## config.mk

```make
export PLATFORM = sky130hd
export DESIGN_NAME = frame_buffer_scheduler
export DESIGN_NICKNAME = d
export VERILOG_FILES = /design/src/rtl/mixer_pkg.sv /design/src/rtl/frame_tick_gen.sv /design/src/rtl/frame_buffer_scheduler.sv
export SDC_FILE = /design/constraint.sdc
export NUM_CORES = 1
export LEC_CHECK = 0
export ABC_AREA = 1
export CAP_MARGIN = 20
export CORE_ASPECT_RATIO = 1.5
export CORE_MARGIN = 2
export CORE_UTILIZATION = 50
export DETAILED_ROUTE_END_ITERATION = 8
export PLACE_DENSITY = 0.88
export SLEW_MARGIN = 20
export SYNTH_ARGS = -nofsm -noshare
export SYNTH_HDL_FRONTEND = slang
export SYNTH_SLANG_ARGS = --single-unit
```

## constraint.sdc

```tcl
create_clock -name CLK -period 3.6 [get_ports CLK]
set_input_delay 0.72 -clock CLK [delete_from_list [all_inputs] [get_ports CLK]]
set_output_delay 0.72 -clock CLK [all_outputs]
set_load 0.005 [all_outputs]
```

## src/rtl/mixer_pkg.sv

```systemverilog
// Shared types and sizing helpers for the framebuffer scheduler and its tick generator.
package mixer_pkg;

    typedef enum logic [1:0] {
        BUF_FREE    = 2'd0,
        BUF_WRITING = 2'd1,
        BUF_READY   = 2'd2,
        BUF_READING = 2'd3
    } buf_state_t;

    typedef enum logic {
        W_IDLE = 1'b0,
        W_BUSY = 1'b1
    } wr_state_t;

    typedef enum logic {
        R_IDLE = 1'b0,
        R_BUSY = 1'b1
    } rd_state_t;

    function automatic int calc_addr_w(input int x_lim, input int y_lim);
        return $clog2(x_lim) + $clog2(y_lim);
    endfunction

    function automatic int calc_pixel_limit(input int x_lim, input int y_lim);
        return x_lim * y_lim;
    endfunction

    function automatic logic [15:0] sat_inc16(input logic [15:0] value);
        return (value == 16'hFFFF) ? value : value + 16'd1;
    endfunction

endpackage

```

## src/rtl/frame_tick_gen.sv

```systemverilog
// Refresh interval counter: raises a pending request on every terminal count and counts
// ticks that arrive while an earlier request is still unserved.
module frame_tick_gen
    import mixer_pkg::*;
(
    input  logic        CLK,
    input  logic        RESET,
    input  logic [31:0] i_update_limit,
    input  logic        i_consume,
    output logic        o_pending,
    output logic [15:0] o_skip_count
);

    logic [31:0] r_count;
    logic        r_pending;
    logic [15:0] r_skip_count;
    logic        w_tick;

    // >= keeps the counter from running away if the limit is lowered mid-interval
    assign w_tick = (i_update_limit <= 32'd1) || (r_count >= i_update_limit - 32'd1);

    always_ff @(posedge CLK) begin
        if (RESET) begin
            r_count      <= '0;
            r_pending    <= 1'b0;
            r_skip_count <= '0;
        end else begin
            r_count   <= w_tick ? '0 : r_count + 32'd1;
            r_pending <= w_tick | (r_pending & ~i_consume);
            if (w_tick && r_pending && !i_consume) begin
                r_skip_count <= sat_inc16(r_skip_count);
            end
        end
    end

    assign o_pending    = r_pending;
    assign o_skip_count = r_skip_count;

endmodule

```

## src/rtl/frame_buffer_scheduler.sv

```systemverilog
// Ping-pong framebuffer scheduler: paces mixer passes from a refresh tick, freezes layer
// enables per pass with eye blinking, and hands finished frames to the display by REQ/ACK.
module frame_buffer_scheduler
    import mixer_pkg::*;
#(
    parameter  int X_LIMIT      = 240,
    parameter  int Y_LIMIT      = 240,
    parameter  int BLINK_PERIOD = 32,
    parameter  int BLINK_OFF    = 3,
    localparam int ADDR_W       = calc_addr_w(X_LIMIT, Y_LIMIT)
) (
    input  logic              CLK,
    input  logic              RESET,
    input  logic [31:0]       UPDATE_LIMIT,
    input  logic [3:0]        LAYER_CONTROL_REQ,
    output logic              MIX_START,
    output logic [3:0]        LAYER_CONTROL,
    input  logic              MIX_WRITE,
    input  logic [ADDR_W-1:0] MIX_ADDRESS,
    output logic              WR_BUF_SEL,
    input  logic              DISP_FRAME_REQ,
    output logic              DISP_FRAME_ACK,
    output logic              RD_BUF_SEL,
    input  logic              DISP_FRAME_DONE,
    output logic [15:0]       FRAME_COUNT,
    output logic [15:0]       DROP_COUNT,
    output logic [15:0]       SKIP_COUNT
);

    localparam int                PIXEL_LIMIT = calc_pixel_limit(X_LIMIT, Y_LIMIT);
    localparam logic [ADDR_W-1:0] LAST_ADDR   = ADDR_W'(PIXEL_LIMIT - 1);
    localparam int                BLINK_W     = $clog2(BLINK_PERIOD);
    localparam logic [BLINK_W-1:0] BLINK_LAST  = BLINK_W'(BLINK_PERIOD - 1);
    localparam logic [BLINK_W-1:0] BLINK_OFF_N = BLINK_W'(BLINK_OFF);

    wr_state_t          r_wr_state, w_wr_state_next;
    rd_state_t          r_rd_state, w_rd_state_next;
    logic [1:0]         w_free, w_ready;
    logic               w_pending;
    logic               w_start, w_start_buf, w_complete, w_drop;
    logic               w_grant, w_grant_buf, w_release;
    logic               w_blink_off;
    logic [3:0]         w_layer_frozen;
    logic               r_wr_buf, r_rd_buf, r_ack;
    logic [3:0]         r_layer;
    logic [BLINK_W-1:0] r_blink_idx;
    logic [15:0]        r_frame_count, r_drop_count, w_skip_count;

    frame_tick_gen u_tick (
        .CLK            (CLK),
        .RESET          (RESET),
        .i_update_limit (UPDATE_LIMIT),
        .i_consume      (w_start),
        .o_pending      (w_pending),
        .o_skip_count   (w_skip_count)
    );

    // Every decision below reads registered buffer states only, so a buffer freed or
    // filled this cycle is first visible to the other side on the next cycle.
    assign w_start     = (r_wr_state == W_IDLE) && w_pending && (w_free != 2'b00);
    assign w_start_buf = ~w_free[0];
    assign w_complete  = (r_wr_state == W_BUSY) && MIX_WRITE && (MIX_ADDRESS == LAST_ADDR);
    assign w_grant     = (r_rd_state == R_IDLE) && DISP_FRAME_REQ && (w_ready != 2'b00);
    assign w_grant_buf = w_ready[1];
    assign w_release   = (r_rd_state == R_BUSY) && DISP_FRAME_DONE;
    // A READY frame being granted this very cycle is owned by the display, not dropped
    assign w_drop      = w_complete && w_ready[~r_wr_buf] && !w_grant;

    assign w_blink_off    = (r_blink_idx < BLINK_OFF_N);
    assign w_layer_frozen = {LAYER_CONTROL_REQ[3], LAYER_CONTROL_REQ[2] & ~w_blink_off,
                             LAYER_CONTROL_REQ[1:0]};

    genvar gi;
    generate
        for (gi = 0; gi < 2; gi++) begin : g_buf
            buf_state_t r_state, w_state_next;

            always_comb begin
                w_state_next = r_state;
                if (w_start && (w_start_buf == 1'(gi)))   w_state_next = BUF_WRITING;
                if (w_complete && (r_wr_buf == 1'(gi)))   w_state_next = BUF_READY;
                if (w_drop && (r_wr_buf != 1'(gi)))       w_state_next = BUF_FREE;
                if (w_grant && (w_grant_buf == 1'(gi)))   w_state_next = BUF_READING;
                if (w_release && (r_rd_buf == 1'(gi)))    w_state_next = BUF_FREE;
            end

            always_ff @(posedge CLK) begin
                if (RESET) r_state <= BUF_FREE;
                else       r_state <= w_state_next;
            end

            assign w_free[gi]  = (r_state == BUF_FREE);
            assign w_ready[gi] = (r_state == BUF_READY);
        end
    endgenerate

    always_ff @(posedge CLK) begin
        if (RESET) begin
            r_wr_state <= W_IDLE;
            r_rd_state <= R_IDLE;
        end else begin
            r_wr_state <= w_wr_state_next;
            r_rd_state <= w_rd_state_next;
        end
    end

    always_comb begin
        w_wr_state_next = r_wr_state;
        case (r_wr_state)
            W_IDLE: if (w_start)    w_wr_state_next = W_BUSY;
            W_BUSY: if (w_complete) w_wr_state_next = W_IDLE;
        endcase
    end

    always_comb begin
        w_rd_state_next = r_rd_state;
        case (r_rd_state)
            R_IDLE: if (w_grant)   w_rd_state_next = R_BUSY;
            R_BUSY: if (w_release) w_rd_state_next = R_IDLE;
        endcase
    end

    always_comb begin
        MIX_START  = w_start;
        WR_BUF_SEL = w_start ? w_start_buf : r_wr_buf;
    end

    always_ff @(posedge CLK) begin
        if (RESET) begin
            r_wr_buf      <= 1'b0;
            r_rd_buf      <= 1'b0;
            r_ack         <= 1'b0;
            r_layer       <= '0;
            r_blink_idx   <= '0;
            r_frame_count <= '0;
            r_drop_count  <= '0;
        end else begin
            r_ack <= w_grant;
            if (w_grant) r_rd_buf <= w_grant_buf;
            if (w_start) begin
                r_wr_buf <= w_start_buf;
                r_layer  <= w_layer_frozen;
            end
            if (w_complete) begin
                r_frame_count <= r_frame_count + 16'd1;
                r_blink_idx   <= (r_blink_idx == BLINK_LAST) ? '0 : r_blink_idx + BLINK_W'(1);
            end
            if (w_drop) r_drop_count <= sat_inc16(r_drop_count);
        end
    end

    assign LAYER_CONTROL  = r_layer;
    assign DISP_FRAME_ACK = r_ack;
    assign RD_BUF_SEL     = r_rd_buf;
    assign FRAME_COUNT    = r_frame_count;
    assign DROP_COUNT     = r_drop_count;
    assign SKIP_COUNT     = w_skip_count;

endmodule

```

==> results of run 1 <==
[cell usage after synthesis]
cell type / instances
a21o_1: 3
a21oi_1: 76
a31oi_1: 1
and2_1: 2
and3_1: 1
buf_2: 4
buf_6: 4
clkbuf_1: 8
clkinv_1: 1
dfxtp_1: 99
ha_1: 40
inv_1: 106
inv_2: 6
nand2_1: 235
nand2_2: 4
nand2_4: 3
nand3_1: 38
nand3_2: 6
nand3_4: 1
nand3b_1: 4
nand3b_2: 1
nand4_1: 39
nand4_4: 1
nor2_1: 138
nor2_2: 9
nor2_4: 4
nor2_8: 1
nor3_1: 31
nor3_2: 4
nor3_4: 3
nor3b_1: 4
nor3b_2: 2
nor4_1: 7
nor4_2: 2
nor4_4: 1
o211ai_1: 1
o21ai_0: 21
o21ai_1: 1
or2_0: 6
or2_1: 2
or2_2: 2
or2_4: 1
xnor2_1: 23
xor2_1: 50
[path summary, 6_finish.rpt]
| check | startpoint | to | slack (ns) |
|---|---|---|---|
| worst max-delay path | UPDATE_LIMIT[0] | u_tick.r_count[27] | 0.13 |
| worst min-delay path | FRAME_COUNT[4] | FRAME_COUNT[4] | 0.49 |
| worst max register to register | u_tick.o_skip_count[0] | u_tick.o_skip_count[4] | 1.41 |
| worst min register to register | FRAME_COUNT[4] | FRAME_COUNT[4] | 0.49 |
[per-layer routing]
metal	share of wire, %	GRT usage (%)
met5	0.065	0
met3	5.6	4.76
met1	35	26.5
met4	5.1	12.9
met2	54	50.1
[power by group through the flow]
stage	logic (mW)	registers [mW]	clock network (mW)
2_1_floorplan	0.0888	1.13	0
3_3_place_gp	0.206	1.13	0
3_5_place_dp	0.212	1.13	0
4_1_cts	0.229	1.10	0.958
5_1_grt	0.259	1.10	1.00
6_report	0.240	1.10	0.953
[state kept, by name, indices dropped and copies added (netlist names), 4 cells and up]
name and count:
DROP_COUNT 16, FRAME_COUNT 16, LAYER_CONTROL 4, g_buf.r_state 4, r_blink_idx 5, u_tick.o_skip_count 16
u_tick.r_count 32
[cell type report]
type                    instances  share of cell area, %
inverters                     113                   4.72
flip-flops and latches         99                   22.0
multi-input cells             769                   50.6
repair buffers                160                   17.2
clock buffers                  10                   2.55
clock inverters                 6                  0.598
well taps                     162                   2.25
[worst min-delay path, stage by stage (launching register included)]
cell and delay, ns:
dfxtp_1 0.33, inv_1 0.06, a21oi_1 0.05
[repair_timing]
| item | 4_1_cts | 5_1_grt |
|---|---|---|
| setup endpoints to repair | 19 | 49 |
| cloned | 3 | 0 |
| buffers inserted | 6 | 2 |
| pin swaps | 21 | 25 |
| gates resized for setup | 30 | 50 |
[logic make-up after synthesis]
kind of cell,synth area share [%]
and+or+nand+nor,38.7
xor gates and xnor gates,9.40
adders and majority gates,7.36
buffers and inverters,7.63
AOI/OAI and AO/OA,7.74
DFF,29.1
==> results.yml, run 1 <==
status:
  outcome: "finished, final reports clean"
synthesis:
  yosys-top-cells-area: "dfxtp_1, nand2_1, nor2_1"
  synth-seq-cells: 99
  synth_cell_type_count: 44
  avgSynthCellArea_um2: 6.83
  synth_top_area_cell: "dfxtp_1"
  yosys_warnings: 0
  synthCells: 996
  netlist.area_leader.share_pct: 29.1
  synth_nets: 1093
  synth_area_mm2: 0.00680
  seq_area_frac_synth_pct: 29.1
worst_setup_path:
  slowest_stage: "ha_1"
  cp.required_ns: 3.88
  worstPathCellList: "clkdlybuf4s15_1 > inv_2 > nand3_2 > nor2_4 > nand2_2 > nor2_4 > nand2_2 > nor3_2 > buf_4 > nand3_2 > xor2_1 > ha_1 > nand2_1 > nand2_1 > nand2_1 > nand2_1 > nand2_1 > nand2_1 > nand2_1 > nand2_2 > nor2_4 > nand3_4 > buf_12 > nor3b_2"
  worst-path-buf-inv: 4
  path_class: "input port to flop"
  cpPeakStageDelay_ns: 0.29
  critPathMaxFanout: 8
  critical-path-top-delay-family: "simple AND/OR/NAND/NOR gates"
  cp_common_cell: "nand2_1"
  r2r_cells: 9
  cp-start-kind: "input port"
  cp-end-kind: "flop"
  worstPathArrival_ns: 3.75
  cp.depth: 24
sta:
  setup_violations: 0
  fin_crit_sh_pct: 96.3
  tightest_slew_ns: 0.708
  fin_tns_setup_ns: 0
  final_hold_viol_count: 0
  slew_violations: 0
  finalWorstPathRequiredPeriod_ns: 3.47
  slew_headroom_pct: 52.8
  clock_skew_ns: 0.00793
  setup_slack_ns: 0.132
  max_clock_freq_mhz: 288
  timing.hold.ws_ns: 0.488
die:
  num_rows: 52
  die_y_um: 147
  die_area_mm2: 0.0146
  ios: 113
  die_w_um: 99.2
  core_region_area_mm2: 0.0134
  start_util_pct: 50.7
placed_design:
  portBuffers: 112
  place_congestion: 0.924
  dp_cells: 1293
  hpwl_um: 14000
  pre_cts_ws_ns: -0.419
  place_area_mm2: 0.00834
cells_and_area:
  area_delta_synth_final_pct: 32.2
  final_common_cell: "nand2_1"
  regArea_mm2: 0.00198
  drive_gt1_share_pct: 13.8
  fin_cells: 1319
  fin_util_pct: 67.1
  fin_area_mm2: 0.00899
  final_cell_mix: "nand2_1, nor2_1, inv_1"
  antenna_cells: 0
  final_nets: 1249
  multi_input_area_mm2: 0.00455
  num-fill-cells: 1062
power_and_ir_drop:
  pwr-share-comb_pct: 10.5
  ir_worst_vdd_v: 0.000263
  p_leak_nw: 3.61
  p_clk_share_pct: 41.5
  finalPower_mw: 2.29
  p_seq_share_pct: 48.0
  internal-power_mw: 1.70
  switching_share_pct: 25.9
  powerDensity_mw_per_mm2: 255
  p_sw_mw: 0.593
detailed_routing:
  dr.first_iter.drc_count: 410
  wl_per_cell_um: 15.2
  routed_wl_um: 20100
  drc: 0
  ant_nets: 0
  vias_per_cell: 5.52
  vias: 7283
  drt_pass1_iterations: 6
grt:
  grt_max_degree: 45
  grt_pass1_vias: 7081
  grt_antenna_before_repair: 1
  grt_usage_pct: 26.2
  grt_pass1_wl_um: 31400
  overflow: 0
clock_tree:
  htree_levels: 3
  cts_inserted_buffers: 9
  clk_path_buf_depth: 2
  postCtsHoldBufs: 0
  clock_sinks: 99
  clk_latency_ns: 0.35
  cts_root_buffer: "clkbuf_16"
  cts.clk_slew.worst_paths_ns: 0.08
  cts_tree: "built"
hold_path:
  hold_path_depth: 2
  hold_path_class: "flop to flop"
run:
  drv_cap: 0
Note: power is estimated with default switching activity, not from simulation.
==> run 2, diff against run 1 <==
--- a/config.mk
+++ b/config.mk
@@ -10,6 +10,7 @@
 export CORE_ASPECT_RATIO = 1.5
 export CORE_MARGIN = 2
 export CORE_UTILIZATION = 50
+export CTS_CLUSTER_DIAMETER = 120
 export DETAILED_ROUTE_END_ITERATION = 8
 export PLACE_DENSITY = 0.88
 export SLEW_MARGIN = 20
==> results of run 2 <==
Same layout as run 1: the final DEF is identical, and so are final timing and power.
==> run 3, diff against run 2 <==
--- a/config.mk
+++ b/config.mk
@@ -7,7 +7,7 @@
 export LEC_CHECK = 0
 export ABC_AREA = 1
 export CAP_MARGIN = 20
-export CORE_ASPECT_RATIO = 1.5
+export CORE_ASPECT_RATIO = 2
 export CORE_MARGIN = 2
 export CORE_UTILIZATION = 50
 export CTS_CLUSTER_DIAMETER = 120
==> run 3 against run 2 <==
  * Wire length shrank 4.3%
  * Non-clock buffer count grew 6
  * Count of clock-buffer cells in the layout up 1
  * Global-route usage shrank 0.39 points
  * Worst setup slack better by 0.020 ns
  * Power is 1.8% lower
  * Final cell count is essentially flat
  * Final area decreased by 0.83%
  * Critical endpoint is now u_tick.o_skip_count[0]
  * Largest cell class unchanged
  * Largest power group unchanged
==> results.yml, run 3 (synthesis results as in run 1) <==
status:
  outcome: "finished, final reports clean"
sta:
  slew_violations: 0
  setup_slack_ns: 0.152
  finalWorstPathRequiredPeriod_ns: 3.45
  max_clock_freq_mhz: 290
  slew_headroom_pct: 54.3
  tightest_slew_ns: 0.685
  fin_crit_sh_pct: 95.8
  setup_violations: 0
  final_hold_viol_count: 0
  clock_skew_ns: 0.0101
detailed_routing:
  drt_pass1_iterations: 8
  dr.first_iter.drc_count: 382
  wl_per_cell_um: 14.6
  vias_per_cell: 5.49
  drc: 0
  vias: 7240
  routed_wl_um: 19200
  ant_nets: 0
hold_path:
  hold_path_class: "flop to flop"
  hold_path_depth: 2
worst_setup_path:
  path_class: "input port to flop"
  cp-end-kind: "flop"
  r2r_cells: 9
  cp-start-kind: "input port"
  critPathMaxFanout: 7
  cp.required_ns: 3.87
  worstPathArrival_ns: 3.72
cells_and_area:
  regArea_mm2: 0.00198
  final_common_cell: "nand2_1"
  num-fill-cells: 1062
  multi_input_area_mm2: 0.00447
  top_register: "u_tick.r_count"
  antenna_cells: 0
  area_delta_synth_final_pct: 31.1
  final_cell_mix: "nand2_1, nor2_1, inv_1"
  final_nets: 1255
  fin_util_pct: 66.7
  fin_area_mm2: 0.00892
  largest_reg_flops: 32
  drive_gt1_share_pct: 12.6
die:
  die_area_mm2: 0.0146
  die_w_um: 86.5
  num_rows: 60
  ios: 113
  die_y_um: 169
  start_util_pct: 50.9
  core_region_area_mm2: 0.0134
placed_design:
  place_congestion: 0.886
  pre_cts_ws_ns: -0.457
  place_area_mm2: 0.00839
  hpwl_um: 14200
  portBuffers: 112
run:
  drv_cap: 0
clock_tree:
  cts_tree: "built"
  clock_sinks: 99
  cts.clk_slew.worst_paths_ns: 0.07
  htree_levels: 3
  clk_path_buf_depth: 2
  cts_root_buffer: "clkbuf_16"
  clk_latency_ns: 0.35
  cts_inserted_buffers: 9
  postCtsHoldBufs: 0
grt:
  grt_pass1_vias: 7120
  grt_max_degree: 45
  grt_usage_pct: 25.8
  grt_pass1_wl_um: 30800
  overflow: 0
  grt_antenna_before_repair: 0
power_and_ir_drop:
  powerDensity_mw_per_mm2: 253
  p_leak_nw: 3.60
  ir_worst_vdd_v: 0.000284
==> run 3: worst paths after layout <==
| kind | startpoint | endpoint | slack [ns] |
|---|---|---|---|
| hold reg to reg | FRAME_COUNT[4] | FRAME_COUNT[4] | 0.46 |
| setup / recovery | UPDATE_LIMIT[2] | u_tick.o_skip_count[0] | 0.15 |
| hold / removal | FRAME_COUNT[4] | FRAME_COUNT[4] | 0.46 |
| setup reg to reg | u_tick.o_skip_count[0] | u_tick.o_skip_count[9] | 1.48 |
==> run 3: area by class of cell <==
cell class / instances / share of cell area [%]
Clock buffer: 11 / 2.72
Clock inverter: 5 / 0.407
Inverter: 113 / 4.76
Multi-Input combinational cell: 769 / 50.1
Sequential cell: 99 / 22.2
Tap cell: 155 / 2.18
Timing Repair Buffer: 166 / 17.6
==> run 3: stage by stage <==
step	setup TNS, ns	power (mW)	std cells	hold WS (ns)
2_1_floorplan	0	1.21	996	0.440
3_3_place_gp	-13.93	1.34	1295	0.445
3_5_place_dp	-19.06	1.34	1295	0.454
4_1_cts	0	2.25	1315	0.465
5_1_grt	-0.578	2.32	1318	0.496
6_report	0	2.25	1318	0.460
==> run 3: what timing repair did <==
| item | in CTS | in global routing |
|---|---|---|
| buffers inserted | 3 | 3 |
| gates resized for setup | 17 | 33 |
| gates cloned | 1 | 0 |
| pin swaps | 20 | 21 |
| endpoints found under the setup margin | 48 | 49 |
==> run 3: metal layers <==
layer	part of all wire [%]	routed length, um	vias up	track usage [%]
met5	0	0	-	0
met4	4.6	893	0	14.1
met3	4.4	844	76	3.71
met2	55	10500	243	49.6
met1	36	6960	3356	25.3
li1	-	-	3565	-
==> run 3: where the power goes <==
part	leakage [nW]	switching, mW	internal (mW)
combinational	2.67	0.115	0.119
sequential	0.798	0.00346	1.10
clock	0.140	0.426	0.491
total	3.60	0.544	1.71
==> run 3: critical path, stage by stage <==
cell and delay, ns:
dlygate4sd2_1 0.26, nor2_4 0.13, nand3_2 0.12, nor2_4 0.13
nand2_2 0.09, nor2_4 0.15, nand2_2 0.10, nor3_4 0.16
nand2_1 0.09, xnor2_1 0.18, inv_1 0.10, ha_4 0.27
nand2_1 0.08, nor2_2 0.13, nand2_1 0.09, nor2_1 0.11
nor2_1 0.06, nand2_1 0.11, nand2_2 0.09, nand2_4 0.14
buf_6 0.14, nand4_1 0.10, a21oi_1 0.16
